==> src/rtl/reduce_pkg.sv <==
// ============================================================================
// Module   : reduce_pkg
// Brief    : Shared state encoding and default sizes for the reduce scheduler.
// Revision : 1.0 - initial release
// ============================================================================
`default_nettype none

package reduce_pkg;

    localparam int c_ADDR_W = 4;
    localparam int c_DATA_W = 8;
    localparam int c_SUM_W  = 12;
    localparam int c_DEPTH  = 2 ** c_ADDR_W;

    typedef enum logic [1:0] {
        ST_IDLE = 2'd0,
        ST_SCAN = 2'd1,
        ST_DONE = 2'd2
    } state_t;

endpackage

`default_nettype wire

==> src/rtl/reduce_accumulator.sv <==
// ============================================================================
// Module   : reduce_accumulator
// Brief    : Sum register with sticky carry-out; clear has priority over enable.
// Revision : 1.0 - initial release
// ============================================================================
`default_nettype none

module reduce_accumulator #(
    parameter int DATA_W = 8,
    parameter int SUM_W  = 12
) (
    input  logic              clk,
    input  logic              reset,
    input  logic              i_clear,
    input  logic              i_en,
    input  logic [DATA_W-1:0] i_data,
    output logic [SUM_W-1:0]  o_acc,
    output logic              o_overflow
);

    logic [SUM_W-1:0] acc_q, acc_d;
    logic             ovf_q, ovf_d;
    logic [SUM_W:0]   w_sum;

    assign w_sum = {1'b0, acc_q} + {{(SUM_W + 1 - DATA_W){1'b0}}, i_data};

    always_comb begin
        acc_d = acc_q;
        ovf_d = ovf_q;
        if (i_clear) begin
            acc_d = '0;
            ovf_d = 1'b0;
        end else if (i_en) begin
            acc_d = w_sum[SUM_W-1:0];
            ovf_d = ovf_q | w_sum[SUM_W];
        end
    end

    always_ff @(posedge clk or posedge reset) begin
        if (reset) begin
            acc_q <= '0;
            ovf_q <= 1'b0;
        end else begin
            acc_q <= acc_d;
            ovf_q <= ovf_d;
        end
    end

    assign o_acc      = acc_q;
    assign o_overflow = ovf_q;

endmodule

`default_nettype wire

==> src/rtl/reduce_scheduler.sv <==
// ============================================================================
// Module   : reduce_scheduler
// Brief    : Wrapping-window reduce-sum scan sharing a register file with a host
//            writer. REDUCE_WRITE_PRIORITY_EN lets host writes stall the scan.
// Revision : 1.0 - initial release
// ============================================================================
`default_nettype none

module reduce_scheduler
    import reduce_pkg::*;
#(
    parameter int ADDR_W = c_ADDR_W,
    parameter int DATA_W = c_DATA_W,
    parameter int SUM_W  = c_SUM_W
) (
    input  logic              clk,
    input  logic              reset,
    input  logic              start,
    input  logic [ADDR_W-1:0] start_addr,
    input  logic [ADDR_W:0]   count,
    input  logic              host_we,
    input  logic [ADDR_W-1:0] host_waddr,
    input  logic [DATA_W-1:0] host_wdata,
    output logic              host_grant,
    output logic              mem_we,
    output logic [ADDR_W-1:0] mem_waddr,
    output logic [DATA_W-1:0] mem_wdata,
    output logic [ADDR_W-1:0] mem_raddr,
    input  logic [DATA_W-1:0] mem_rdata,
    output logic              busy,
    output logic              done,
    output logic [SUM_W-1:0]  total,
    output logic              overflow
);

    state_t            state_q, state_d;
    logic [ADDR_W-1:0] ptr_q, ptr_d;
    logic [ADDR_W:0]   rem_q, rem_d;
    logic [SUM_W-1:0]  total_q, total_d;

    logic              w_acc_clear;
    logic              w_acc_en;
    logic              w_grant;
    logic              w_stall;
    logic              w_pass;
    logic [SUM_W-1:0]  w_acc;
    logic              w_acc_ovf;

    always_comb begin
        state_d     = state_q;
        ptr_d       = ptr_q;
        rem_d       = rem_q;
        total_d     = total_q;
        w_acc_clear = 1'b0;
        w_acc_en    = 1'b0;
        w_grant     = 1'b0;
        w_stall     = 1'b0;
        busy        = 1'b1;
        done        = 1'b0;

        case (state_q)
            ST_IDLE: begin
                busy    = 1'b0;
                w_grant = host_we;
                if (start) begin
                    w_acc_clear = 1'b1;
                    if (count != '0) begin
                        ptr_d   = start_addr;
                        rem_d   = count;
                        state_d = ST_SCAN;
                    end else begin
                        state_d = ST_DONE;
                    end
                end
            end

            ST_SCAN: begin
`ifdef REDUCE_WRITE_PRIORITY_EN
                w_grant = host_we;
                w_stall = host_we;
`endif
                if (!w_stall) begin
                    w_acc_en = 1'b1;
                    ptr_d    = ptr_q + 1'b1;
                    rem_d    = rem_q - 1'b1;
                    if (rem_q == (ADDR_W + 1)'(1)) begin
                        state_d = ST_DONE;
                    end
                end
            end

            ST_DONE: begin
                done    = 1'b1;
                total_d = w_acc;
                state_d = ST_IDLE;
            end

            default: begin
                state_d = ST_IDLE;
            end
        endcase
    end

    // Write port is a pass-through; reset forces it quiet even though the FSM sits in IDLE.
    assign w_pass     = ((state_q == ST_IDLE) || w_grant) && !reset;
    assign host_grant = w_grant && !reset;
    assign mem_we     = host_grant;
    assign mem_waddr  = w_pass ? host_waddr : '0;
    assign mem_wdata  = w_pass ? host_wdata : '0;
    assign mem_raddr  = ptr_q;
    assign total      = total_q;
    assign overflow   = w_acc_ovf;

    always_ff @(posedge clk or posedge reset) begin
        if (reset) begin
            state_q <= ST_IDLE;
            ptr_q   <= '0;
            rem_q   <= '0;
            total_q <= '0;
        end else begin
            state_q <= state_d;
            ptr_q   <= ptr_d;
            rem_q   <= rem_d;
            total_q <= total_d;
        end
    end

    reduce_accumulator #(
        .DATA_W (DATA_W),
        .SUM_W  (SUM_W)
    ) u_acc (
        .clk        (clk),
        .reset      (reset),
        .i_clear    (w_acc_clear),
        .i_en       (w_acc_en),
        .i_data     (mem_rdata),
        .o_acc      (w_acc),
        .o_overflow (w_acc_ovf)
    );

endmodule

`default_nettype wire

==> config.mk <==
export PLATFORM = sky130hd
export DESIGN_NAME = reduce_scheduler
export DESIGN_NICKNAME = d
export VERILOG_FILES = /design/src/rtl/reduce_pkg.sv /design/src/rtl/reduce_accumulator.sv /design/src/rtl/reduce_scheduler.sv
export SDC_FILE = /design/constraint.sdc
export NUM_CORES = 1
export LEC_CHECK = 0
export ABC_AREA = 0
export ABC_CLOCK_PERIOD_IN_PS = 2550
export CAP_MARGIN = 20
export CORE_MARGIN = 2
export CORE_UTILIZATION = 35
export DETAILED_ROUTE_END_ITERATION = 8
export HOLD_SLACK_MARGIN = 0.08
export SETUP_SLACK_MARGIN = 0.2
export SLEW_MARGIN = 10
export SYNTH_ARGS = -nofsm -noshare
export SYNTH_HDL_FRONTEND = slang
export SYNTH_SLANG_ARGS = --single-unit
export TNS_END_PERCENT = 10
==> constraint.sdc <==
create_clock -name clk -period 2.55 [get_ports clk]
set_input_delay 0.255 -clock clk [delete_from_list [all_inputs] [get_ports clk]]
set_output_delay 0.255 -clock clk [all_outputs]
set_load 0.03 [all_outputs]
==> flow_summary.json, run 1 <==
{
  "place_area_mm2": 0.002779,
  "ant_nets": 0,
  "synthFlopType": "dfrtp_1",
  "synthCells": 215,
  "grt_overflow": 0,
  "finalSetupViolations": 0,
  "cts-root-buf": "clkbuf_8",
  "intPower_uw": 1754,
  "gp_congestion": 0.8761,
  "clock-sinks": 36,
  "setup_tns_ps": 0,
  "die_h_um": 80.52,
  "post_cts_resized": 0,
  "post_synth_num_cell_types": 42,
  "ys_ff_latch": 36,
  "drt_iter0_markers": 61,
  "power.leakage_uw": 0.001306,
  "grt_max_degree": 26,
  "reg2reg_depth": 8,
  "post-cts-setup-buffers": 0,
  "pwr-share-seq": 0.328,
  "endpoint_kind": "output port",
  "synth.avg_cell_area_um2": 9.532,
  "dp_hpwl_um": 3651,
  "initial_core_util": 0.3677,
  "viasPerCell": 5.171,
  "crit-reg2reg-launch": "u_acc.o_acc[0]$_DFFE_PP0P_",
  "vias": 1841,
  "ys.warnings.count": 0,
  "layout_min_cycle_time_ps": 2211,
  "crit_fanout": 14,
  "synth-seq-area-share": 0.4396,
  "arrival_ps": 1960,
  "core_area_mm2": 0.005574,
  "hold_slack_ps": 243.2,
  "fp.dieArea_mm2": 0.006483,
  "final_cell_area_mm2": 0.002872,
  "rows": 27,
  "routedWlPerCell_um": 13.67,
  "cts.clk_slew.worst_paths_ps": 70,
  "io_pins": 66,
  "grt_pass1_wl_um": 8079,
  "min_period_over_period": 0.8669,
  "syn_area_mm2": 0.002049,
  "route.detailed.drc": 0,
  "fin_cells": 356,
  "port_buffers": 65,
  "worst-slew-pin-transition_ps": 704.2,
  "clockBufferDepth": 2,
  "power_density_mw_per_mm2": 1067,
  "critPathLaunchType": "flop",
  "hold_class": "primary input to asynchronous set/reset pin",
  "num_antenna_cells": 0,
  "die_w_um": 80.52,
  "regArea_um2": 900.9,
  "irDropWorstVdd_v": 0.0004214,
  "nFillCells": 541,
  "worstSetupPathType": "flop to output port",
  "status": "finished clean",
  "ff2ff_setup_slack_ps": 560,
  "grt_use_total": 0.1623,
  "switchingPower_uw": 1309,
  "cts_buffers": 5,
  "finalMaxSlewViolations": 0,
  "grt_pass1_vias": 1735,
  "finalHoldViolCount": 0,
  "max_freq_mhz": 452.3,
  "synth_nets": 260,
  "grt_antenna_before_repair": 0,
  "drt-total-wl_um": 4866,
  "rsz0062_at_grt": "yes",
  "dp.cells": 348,
  "worstReg2RegEnd": "u_acc.o_acc[10]$_DFFE_PP0P_",
  "first_pass_iters": 4,
  "synthArstFlopShare": 1.000,
  "p_sw_frac": 0.4274,
  "holdBufCountCts": 0,
  "power_frac_comb": 0.536,
  "htreeDepth": 2,
  "cts_tree": "yes",
  "p_clk_frac": 0.135,
  "finClkSkew_ps": 2.930,
  "fin_total_pwr_uw": 3063,
  "multi_input_area_mm2": 0.001062,
  "slew_headroom": 0.5305,
  "drv_cap": 0,
  "drive_above_1_share": 0.09155,
  "synthToLayoutAreaGrowth_pct": 40.11,
  "synth_edf_count": 0,
  "worstSkewPairLatency_ps": 280,
  "final_nets": 328,
  "required_ps": 2300
}
-- Yosys cell counts, types with 4 or more instances --
| library cell | count | area [um^2] |
|---|---|---|
| inv_1 | 10 | 37.54 |
| dfrtp_1 | 36 | 900.9 |
| o21ai_0 | 19 | 95.09 |
| o22ai_1 | 4 | 25.02 |
| and3_1 | 13 | 81.33 |
| ha_1 | 11 | 137.6 |
| nor2_1 | 8 | 30.03 |
| nand3_1 | 6 | 30.03 |
| nand2_1 | 32 | 120.1 |
| a21oi_1 | 14 | 70.07 |
| mux2_2 | 11 | 123.9 |
| clkbuf_1 | 4 | 15.01 |
-- cell families (layout without fill, tap and decap cells) --
group,count (synthesis),after routing,synth area share
AND/OR/NAND/NOR,74,74,0.1801
AO/OA/AOI/OAI,56,56,0.1697
flip-flops,36,36,0.4396
buffers and inverters,19,88,0.04212
multiplexers,13,13,0.07021
adder cells (fa/ha/maj),12,12,0.07692
XOR/XNOR,5,5,0.02137
-- worst max-delay path, stage by stage, from the launching register on --
cell and delay, ps:
dfrtp_1 470, nor2_1 160, buf_4 190, and3_1 180, clkdlybuf4s50_1 670
-- area by class of cell --
class | instances | share of cell area
clock buffers | 8 | 0.03137
multi-input cells | 160 | 0.3699
well taps | 72 | 0.03137
flip-flops and latches | 36 | 0.3137
inverters | 10 | 0.01307
repair buffers | 70 | 0.2405
-- layer usage --
metal | up-vias | routed length, um | GRT usage | share of wire
met2 | 50 | 2117 | 0.2542 | 0.44
met3 | 6 | 288 | 0.04045 | 0.059
met5 | - | 0 | 0 | 0
met1 | 880 | 2389 | 0.2186 | 0.49
met4 | 0 | 71 | 0.05424 | 0.015
li1 | 905 | - | - | -
-- worst max path at each step --
| stage | start | end | slack, ps | cells after the start |
|---|---|---|---|---|
| global route | state_q[1]$_DFFE_PP0P_ | host_grant | 190 | 4 |
| global placement | mem_rdata[0] | u_acc.o_acc[10]$_DFFE_PP0P_ | 320 | 9 |
| floorplan | reset | mem_waddr[1] | 250 | 3 |
| CTS | state_q[1]$_DFFE_PP0P_ | mem_we | 320 | 4 |
| detailed placement | mem_rdata[0] | u_acc.o_acc[10]$_DFFE_PP0P_ | 250 | 9 |
| finish | state_q[1]$_DFFE_PP0P_ | host_grant | 340 | 4 |
-- state kept, by name, indices dropped and copies added, names as in the netlist --
| signal | cells |
|---|---|
| state_q | 2 |
| total | 12 |
| u_acc.o_acc | 12 |
| mem_raddr | 4 |
| rem_q | 5 |
| u_acc.o_overflow | 1 |
-- stage by stage --
stage            util  setup slack, ps
3_5_place_dp   0.4985            252.6
2_1_floorplan       -            250.6
5_1_grt        0.5152            191.5
4_1_cts        0.5147            317.7
6_report       0.5152            339.3
3_3_place_gp   0.4985            321.4
-- placed cells by master, fill, tap and decap left out, types with 3 or more instances in the layout --
| cell type | Yosys | layout |
|---|---|---|
| mux2_2 | 11 | 11 |
| and3_1 | 13 | 13 |
| buf_4 | 1 | 5 |
| nand2_1 | 32 | 32 |
| nor3b_1 | 3 | 3 |
| ha_1 | 11 | 11 |
| o21ai_0 | 19 | 19 |
| xnor2_1 | 3 | 3 |
| a21oi_1 | 14 | 14 |
| o22ai_1 | 4 | 4 |
| dfrtp_1 | 36 | 36 |
| clkbuf_8 | 0 | 6 |
| nand3_1 | 6 | 6 |
| nor2_1 | 8 | 8 |
| inv_1 | 10 | 10 |
| a31oi_1 | 3 | 3 |
| clkdlybuf4s50_1 | 0 | 64 |
-- power by group through the flow --
| stage | Sequential, uW | Combinational (uW) | Clock, uW |
|---|---|---|---|
| floorplan | 1150 | 979 | 0 |
| global placement | 1010 | 1640 | 0 |
| detailed placement | 1020 | 1650 | 0 |
| CTS | 1010 | 1660 | 432 |
| global route | 1050 | 1850 | 459 |
| finish | 1010 | 1640 | 415 |
(Power assumes the default switching activity.)
==> inputs of run 2 (changes only) <==
- CORE_UTILIZATION: 35 -> 33
- PLACE_DENSITY_LB_ADDON: default -> 0.12
==> flow_summary.json, run 2 (synthesis gave the netlist of run 1 again) <==
{
  "cp.buffers_inverters": 2,
  "initial_core_util": 0.3441,
  "max_freq_mhz": 444.0,
  "grt_pass1_vias": 1746,
  "finalMaxSlewViolations": 0,
  "vias": 1810,
  "dp_hpwl_um": 3820,
  "gp_congestion": 0.8362,
  "cts_buffers": 5,
  "worstSkewPairLatency_ps": 290,
  "power_density_mw_per_mm2": 1094,
  "ff2ff_setup_slack_ps": 600,
  "drt-total-wl_um": 4960,
  "crit_fanout": 14,
  "path_cells": "nor2_1 -> buf_4 -> and3_1 -> clkdlybuf4s50_1",
  "worst-slew-pin-transition_ps": 720.1,
  "critical-path-slowest-cell": "clkdlybuf4s50_1",
  "core_area_mm2": 0.005956,
  "fp.dieArea_mm2": 0.006857,
  "first_pass_iters": 4,
  "ant_nets": 0,
  "worstReg2RegEnd": "u_acc.o_acc[10]$_DFFE_PP0P_",
  "grt_use_total": 0.1545,
  "grt_pass1_wl_um": 8694,
  "grt_antenna_before_repair": 0,
  "drive_above_1_share": 0.1018,
  "irDropWorstVdd_v": 0.0006004,
  "required_ps": 2300,
  "arrival_ps": 2000,
  "num_antenna_cells": 0,
  "critPathLaunchType": "flop",
  "post-cts-setup-buffers": 0,
  "htreeDepth": 2,
  "power.leakage_uw": 0.001302,
  "die_h_um": 82.81,
  "fin_total_pwr_uw": 3175,
  "worstSetupPathType": "flop to output port",
  "layout_min_cycle_time_ps": 2252,
  "io_pins": 66,
  "rsz0062_at_grt": "no",
  "post_cts_resized": 0,
  "route.detailed.drc": 0,
  "clock-sinks": 36,
  "holdBufCountCts": 0,
  "rows": 28,
  "crit-reg2reg-launch": "u_acc.o_acc[0]$_DFFE_PP0P_",
  "setup_tns_ps": 0,
  "layout_common_cells": "clkdlybuf4s50_1 (65), dfrtp_1 (36), nand2_1 (32)",
  "min_period_over_period": 0.8833,
  "reg2reg_depth": 8,
  "cts.clk_slew.worst_paths_ps": 70,
  "cts-root-buf": "clkbuf_8",
  "cts_tree": "yes",
  "slew_headroom": 0.5189,
  "drv_cap": 0,
  "drt_iter0_markers": 93,
  "finClkSkew_ps": 10.65,
  "crit_family": "buffers and inverters",
  "grt_overflow": 0,
  "synthToLayoutAreaGrowth_pct": 41.57,
  "clockBufferDepth": 2,
  "max_stage_delay_ps": 680,
  "hold_class": "primary input to asynchronous set/reset pin",
  "finalHoldViolCount": 0,
  "grt_max_degree": 28,
  "die_w_um": 82.81,
  "port_buffers": 65,
  "routedWlPerCell_um": 13.78,
  "status": "finished clean",
  "endpoint_kind": "output port",
  "final_nets": 329,
  "viasPerCell": 5.028,
  "finalSetupViolations": 0,
  "final_common_cell": "clkdlybuf4s50_1"
}
-- run 2: through the flow --
stage / hold WS (ps) / std cells / utilization / setup WS, ps / cell area, um^2
final: 266.3 / 360 / 0.4872 / 297.5 / 2902
after global routing: 296.9 / 360 / 0.4872 / 210.7 / 2902
after CTS: 269.2 / 360 / 0.4872 / 286.3 / 2902
after detailed placement: 474.0 / 352 / 0.4685 / 250.6 / 2790
after global placement: 461.1 / 352 / 0.4685 / 307.6 / 2790
after floorplan: 405.0 / 215 / - / 250.6 / 2049
-- run 2: per-layer routing --
metal / GRT usage / share of wire
met5: 0 / 0
met1: 0.2150 / 0.48
met3: 0.04274 / 0.056
met2: 0.2302 / 0.44
met4: 0.05514 / 0.016
-- run 2: worst max path at each step --
stage | from | to | slack, ps | cells past startpoint
after floorplan | reset | mem_waddr[1] | 250 | 3
after global placement | mem_rdata[0] | u_acc.o_acc[10]$_DFFE_PP0P_ | 310 | 9
after detailed placement | mem_rdata[0] | u_acc.o_acc[10]$_DFFE_PP0P_ | 250 | 9
after CTS | state_q[1]$_DFFE_PP0P_ | mem_we | 290 | 4
after global routing | state_q[1]$_DFFE_PP0P_ | mem_we | 210 | 4
final | state_q[1]$_DFFE_PP0P_ | mem_we | 300 | 4
-- run 2: final cells by class --
type	instances	area, um^2
clock buffer	5	68.82
timing repair buffer	71	695.7
multi-input combinational	160	1062
clock inverter	3	42.54
sequential	36	900.9
fill	588	3054
inverter	10	37.54
tap	75	93.84
-- run 2: power breakdown --
group | internal, uW | switching [uW] | total, uW | leakage (uW)
combinational | 736 | 925 | 1660 | 0.000791
clock | 289 | 215 | 504 | 0.0000541
sequential | 807 | 203 | 1010 | 0.000457
==> inputs of run 3 (changes only) <==
- CORE_ASPECT_RATIO: default -> 1.2
==> flow_summary.json, run 3 (synthesis gave the netlist of run 1 again) <==
{
  "synthToLayoutAreaGrowth_pct": 39.13,
  "initial_core_util": 0.3409,
  "grt_overflow": 0,
  "critical-path-slowest-cell": "clkdlybuf4s50_1",
  "holdPathEnd": "total[1]$_DFFE_PP0P_",
  "worst-slew-pin-transition_ps": 721.5,
  "worstSetupPathType": "primary input to flop",
  "num_antenna_cells": 0,
  "worstSkewPairLatency_ps": 290,
  "max_stage_delay_ps": 470,
  "slew_headroom": 0.5180,
  "crit_family": "simple AND/OR/NAND/NOR gates",
  "ant_nets": 0,
  "final_common_cell": "clkdlybuf4s50_1",
  "clock-sinks": 36,
  "grt_antenna_before_repair": 0,
  "first_pass_iters": 4,
  "route.detailed.drc": 0,
  "ff2ff_setup_slack_ps": 590,
  "cpMostUsedCell": "nor2b_1",
  "layout_min_cycle_time_ps": 2014,
  "vias": 1824,
  "grt_max_degree": 23,
  "hold_class": "flop to flop",
  "die_w_um": 75.94,
  "cp.buffers_inverters": 2,
  "grt_use_total": 0.1545,
  "post-cts-setup-buffers": 0,
  "arrival_ps": 2230,
  "clockBufferDepth": 2,
  "htreeDepth": 2,
  "rows": 31,
  "fp.dieArea_mm2": 0.006860,
  "drive_above_1_share": 0.1509,
  "finalMaxSlewViolations": 0,
  "finClkSkew_ps": 13.60,
  "final_nets": 329,
  "path_cells": "clkdlybuf4s50_1 -> ha_1 -> inv_1 -> fa_1 -> nor2b_1 -> o2111ai_1 -> nand4b_1 -> nor2b_1 -> mux2i_1",
  "gp_congestion": 0.7395,
  "holdBufCountCts": 0,
  "finalHoldViolCount": 0,
  "irDropWorstVdd_v": 0.0005065,
  "crit-reg2reg-launch": "u_acc.o_acc[0]$_DFFE_PP0P_",
  "grt_pass1_vias": 1841,
  "fin_cells": 367,
  "reg2reg_depth": 8,
  "critPathLaunchType": "primary input",
  "worstReg2RegEnd": "u_acc.o_acc[10]$_DFFE_PP0P_",
  "finalSetupViolations": 0,
  "cts_tree": "yes",
  "power.leakage_uw": 0.001322,
  "cts.clk_slew.worst_paths_ps": 80,
  "grt_pass1_wl_um": 8549,
  "max_freq_mhz": 496.6,
  "power_density_mw_per_mm2": 1076,
  "port_buffers": 65,
  "viasPerCell": 4.970,
  "routedWlPerCell_um": 13.67,
  "cts_buffers": 5,
  "endpoint_kind": "flop",
  "hp-start": "total[1]$_DFFE_PP0P_",
  "drt-total-wl_um": 5017,
  "drv_cap": 0,
  "setup_tns_ps": 0,
  "drt_iter0_markers": 84,
  "rsz0062_at_grt": "no",
  "status": "finished clean",
  "dp.cells": 359,
  "hold_depth": 2,
  "cts-root-buf": "clkbuf_8",
  "io_pins": 66,
  "post_cts_resized": 0,
  "layout_common_cells": "clkdlybuf4s50_1 (51), dfrtp_1 (36), nand2_1 (32)",
  "die_h_um": 90.33,
  "core_area_mm2": 0.006012,
  "crit_fanout": 3,
  "dp_hpwl_um": 3711,
  "min_period_over_period": 0.7896,
  "required_ps": 2770
}
## run 3: tightest hold or removal path, cell delays in order (launching register included)
cell	delay [ps]
dfrtp_1	350
nand2_1	50
o21ai_0	60
## run 3: worst max-delay path by stage
| stage | startpoint | to | slack [ps] | depth (start not counted) |
|---|---|---|---|---|
| finish | mem_rdata[0] | u_acc.o_acc[10]$_DFFE_PP0P_ | 540 | 9 |
| global route | mem_rdata[0] | u_acc.o_acc[10]$_DFFE_PP0P_ | 330 | 9 |
| CTS | mem_rdata[0] | u_acc.o_acc[10]$_DFFE_PP0P_ | 520 | 9 |
| detailed placement | mem_rdata[0] | u_acc.o_acc[10]$_DFFE_PP0P_ | 230 | 9 |
| global placement | mem_rdata[0] | u_acc.o_acc[10]$_DFFE_PP0P_ | 280 | 9 |
| floorplan | reset | mem_waddr[1] | 250 | 3 |
## run 3: routing by layer
layer | vias up | GRT usage | wire (um) | share of wire
li1 | 904 | - | - | -
met1 | 860 | 0.1943 | 2289 | 0.46
met2 | 56 | 0.2470 | 2292 | 0.46
met3 | 4 | 0.05300 | 377 | 0.075
met4 | 0 | 0.05606 | 58 | 0.012
met5 | - | 0 | 0 | 0
## run 3: cell type report
type | count | area, um^2
Sequential cell | 36 | 900.9
Tap cell | 82 | 102.6
Multi-Input combinational cell | 160 | 1062
Clock inverter | 3 | 18.77
Timing Repair Buffer | 71 | 660.6
Fill cell | 583 | 3161
Inverter | 10 | 37.54
Clock buffer | 5 | 68.82
## run 3: report_power, final
group | switching, uW | internal, uW | total, uW
registers | 193 | 807 | 1000
clock network | 217 | 190 | 408
logic | 935 | 725 | 1660
## run 3: stage by stage
stage | area, um^2 | power (uW) | hold WS (ps) | worst slack (ps) | util
final | 2851 | 3068 | 483.3 | 536.5 | 0.4743
after floorplan | 2049 | 2131 | 405.0 | 250.6 | -
after detailed placement | 2764 | 2679 | 470.0 | 226.8 | 0.4597
after CTS | 2851 | 3106 | 489.4 | 522.3 | 0.4743
after global routing | 2851 | 3351 | 528.5 | 333.0 | 0.4743
after global placement | 2764 | 2663 | 462.5 | 280.0 | 0.4597
==> patch (settings of run 3) <==
`c_DATA_W`: 8 -> 6.
--- a/src/rtl/reduce_pkg.sv
+++ b/src/rtl/reduce_pkg.sv
@@ -8,7 +8,7 @@
 package reduce_pkg;
 
     localparam int c_ADDR_W = 4;
-    localparam int c_DATA_W = 8;
+    localparam int c_DATA_W = 6;
     localparam int c_SUM_W  = 12;
     localparam int c_DEPTH  = 2 ** c_ADDR_W;
 
Ports: changed (resized host_wdata, mem_rdata and mem_wdata); port bits go from 66 to 60. No check against the original RTL was run, so the function may have changed too.
==> patch against run 3 <==
Sequential cell count unchanged. Final area fell by 2.5%. Setup slack got worse by 0.062 ns. Routed wire length down 5.6%. Clock power up 3%. Synthesized area decreased by 2.0%. Total power grew 2.4%. Combinational power is 4% higher.
==> patch: results (changes against run 3) <==
stage,metric,value,unit,change
place,Area after DPL,2690,sq um,was 2760 sq um
drt,Detailed Route Iter0 Violations,50,,was 84
place,post-placement cell count,345,,was 359
place,detailed placement HPWL,3570,um,was 3710 um
sta,worst max-slew margin expressed relative to the limit,64.4,%,was 51.8%
power_and_ir_drop,leakage power total,1.28,nW,was 1.32 nW
synthesis,register area share after synthesis,44.8,%,was 44.0%
worst_setup_path,top fanout value on the critical path,12,,was 3
global_route,wire length of the first global-routing pass,7500,um,was 8550 um
synthesis,leading cell types by count after synthesis,"36 x sky130_fd_sc_hd__dfrtp_1, 18 x sky130_fd_sc_hd__nand2_1, 15 x sky130_fd_sc_hd__a21oi_1",,"was 36 x sky130_fd_sc_hd__dfrtp_1, 32 x sky130_fd_sc_hd__nand2_1, 19 x sky130_fd_sc_hd__o21ai_0"
power_and_ir_drop,worst IR drop on VDD,0.484,mV,was 0.507 mV
outcome,outcome,"finished, final reports clean",,unchanged
final_layout,share of cells above drive strength 1,15.5,%,was 15.1%
place,gp weighted congestion,0.790,,was 0.740
synthesis,compound-gate portion of the synthesized area,17.7,%,was 17.0%
worst_setup_path,worst endpoint data arrival time,1.82,ns,was 2.23 ns
drt,average wire per cell in the routed design,13.4,um,was 13.7 um
synthesis,Netlist cell types,47,,was 42
synthesis,biggest area contributors in the synthesized netlist,"sky130_fd_sc_hd__dfrtp_1 45%, sky130_fd_sc_hd__ha_1 5.6%, sky130_fd_sc_hd__mux2_2 4.5%, sky130_fd_sc_hd__a21oi_1 3.7%, sky130_fd_sc_hd__and3_1 3.4%",,"was sky130_fd_sc_hd__dfrtp_1 44%, sky130_fd_sc_hd__ha_1 6.7%, sky130_fd_sc_hd__mux2_2 6.0%, sky130_fd_sc_hd__nand2_1 5.9%, sky130_fd_sc_hd__o21ai_0 4.6%"
worst_setup_path,largest delay contributor family on the critical path,buffers and inverters,,was simple AND/OR/NAND/NOR gates
final_layout,number of nets in the finished design,309,,was 329
synthesis,share of Yosys cell area claimed by the top area cell type,44.8,%,was 44.0%
clock_network,Skew-Pair Late Insertion Delay,0.29,ns,about the same
global_route,total routing usage reported by global routing,14.7,%,was 15.5%
global_route,pin count of the biggest net entering global routing,30,,was 23
final_layout,ant diodes,0,,unchanged
drt,via density per instance,4.95,,was 4.97
final_layout,number of filler cells placed in the layout,604,,was 583
synthesis,"Async S/R FF share, synth",100,%,unchanged
global_route,vias in the first global route,1625,,"was 1,841"
drt,Routed Wire Length,4740,um,was 5020 um
place,Buffers on Ports,59,,was 65
sta,setup clock skew after layout,0.00769,ns,was 0.0136 ns
place,pre-CTS worst setup slack,0.379,ns,was 0.227 ns
worst_setup_path,slowest cell delay on critical path,0.65,ns,was 0.47 ns
worst_setup_path,worst-case reg-to-reg path depth,5,,was 8
synthesis,synthesized-area fraction occupied by xor and xnor cells,0.872,%,was 2.14%
synthesis,syn_nets,244,,was 260
synthesis,Post-Synth Adder-Cell Area,6.60,%,was 7.69%
synthesis,multiplexer share of the synthesized area,8.16,%,was 7.02%
min_path,Hold WC Path Type,input port to asynchronous set/reset pin,,was flop to flop
patch: cell count changes in the layout (fill, tap and decap cells not counted), sizes merged, moves of 3 or more:
cell	change
nand2	-14
o21ai	-7
clkdlybuf4s50	-4
nand2b	+4
nor3	+4
nand3	+3
nor2	+3
patch: cells by family after synthesis:
family,count (synthesis)
mux,15
xor+xnor,2
simple gates,69
buf+inv,19
flops,36
fa+ha+maj,10
compound gates,54
patch: metal layers:
| layer | vias up | track usage (%) | part of all wire [%] |
|---|---|---|---|
| met3 | 4 | 3.72 | 7.0 |
| met1 | 817 | 19.1 | 46 |
| li1 | 866 | - | - |
| met2 | 61 | 23.5 | 46 |
| met5 | - | 0 | 0 |
| met4 | 0 | 5.58 | 1.2 |
patch: worst paths after layout:
| check | end | from | slack (ns) |
|---|---|---|---|
| max | busy | state_q[0]$_DFFE_PP0P_ | 0.47 |
| min | mem_raddr[2]$_DFFE_PP0P_ | reset | 0.30 |
| max reg2reg | u_acc.o_acc[7]$_DFFE_PP0P_ | u_acc.o_acc[3]$_DFFE_PP0P_ | 0.73 |
| min reg2reg | total[1]$_DFFE_PP0P_ | total[1]$_DFFE_PP0P_ | 0.48 |
| max in group asynchronous | u_acc.o_acc[6]$_DFFE_PP0P_ | reset | 1.47 |
| min in group clk | total[1]$_DFFE_PP0P_ | total[1]$_DFFE_PP0P_ | 0.48 |
patch: final cells by class:
cell class	count	area, sq um	share of cell area, %
flip-flops and latches	36	901	32.4
clock buffers	6	82.6	2.97
well taps	82	103	3.69
repair buffers	67	621	22.3
inverters	10	37.5	1.35
clock inverters	2	10.0	0.360
multi-input cells	150	1020	36.9
patch: where the power goes:
group	total [mW]	switching (mW)	internal, mW
Combinational	1.72	0.956	0.765
Clock	0.422	0.206	0.216
Sequential	0.997	0.204	0.793
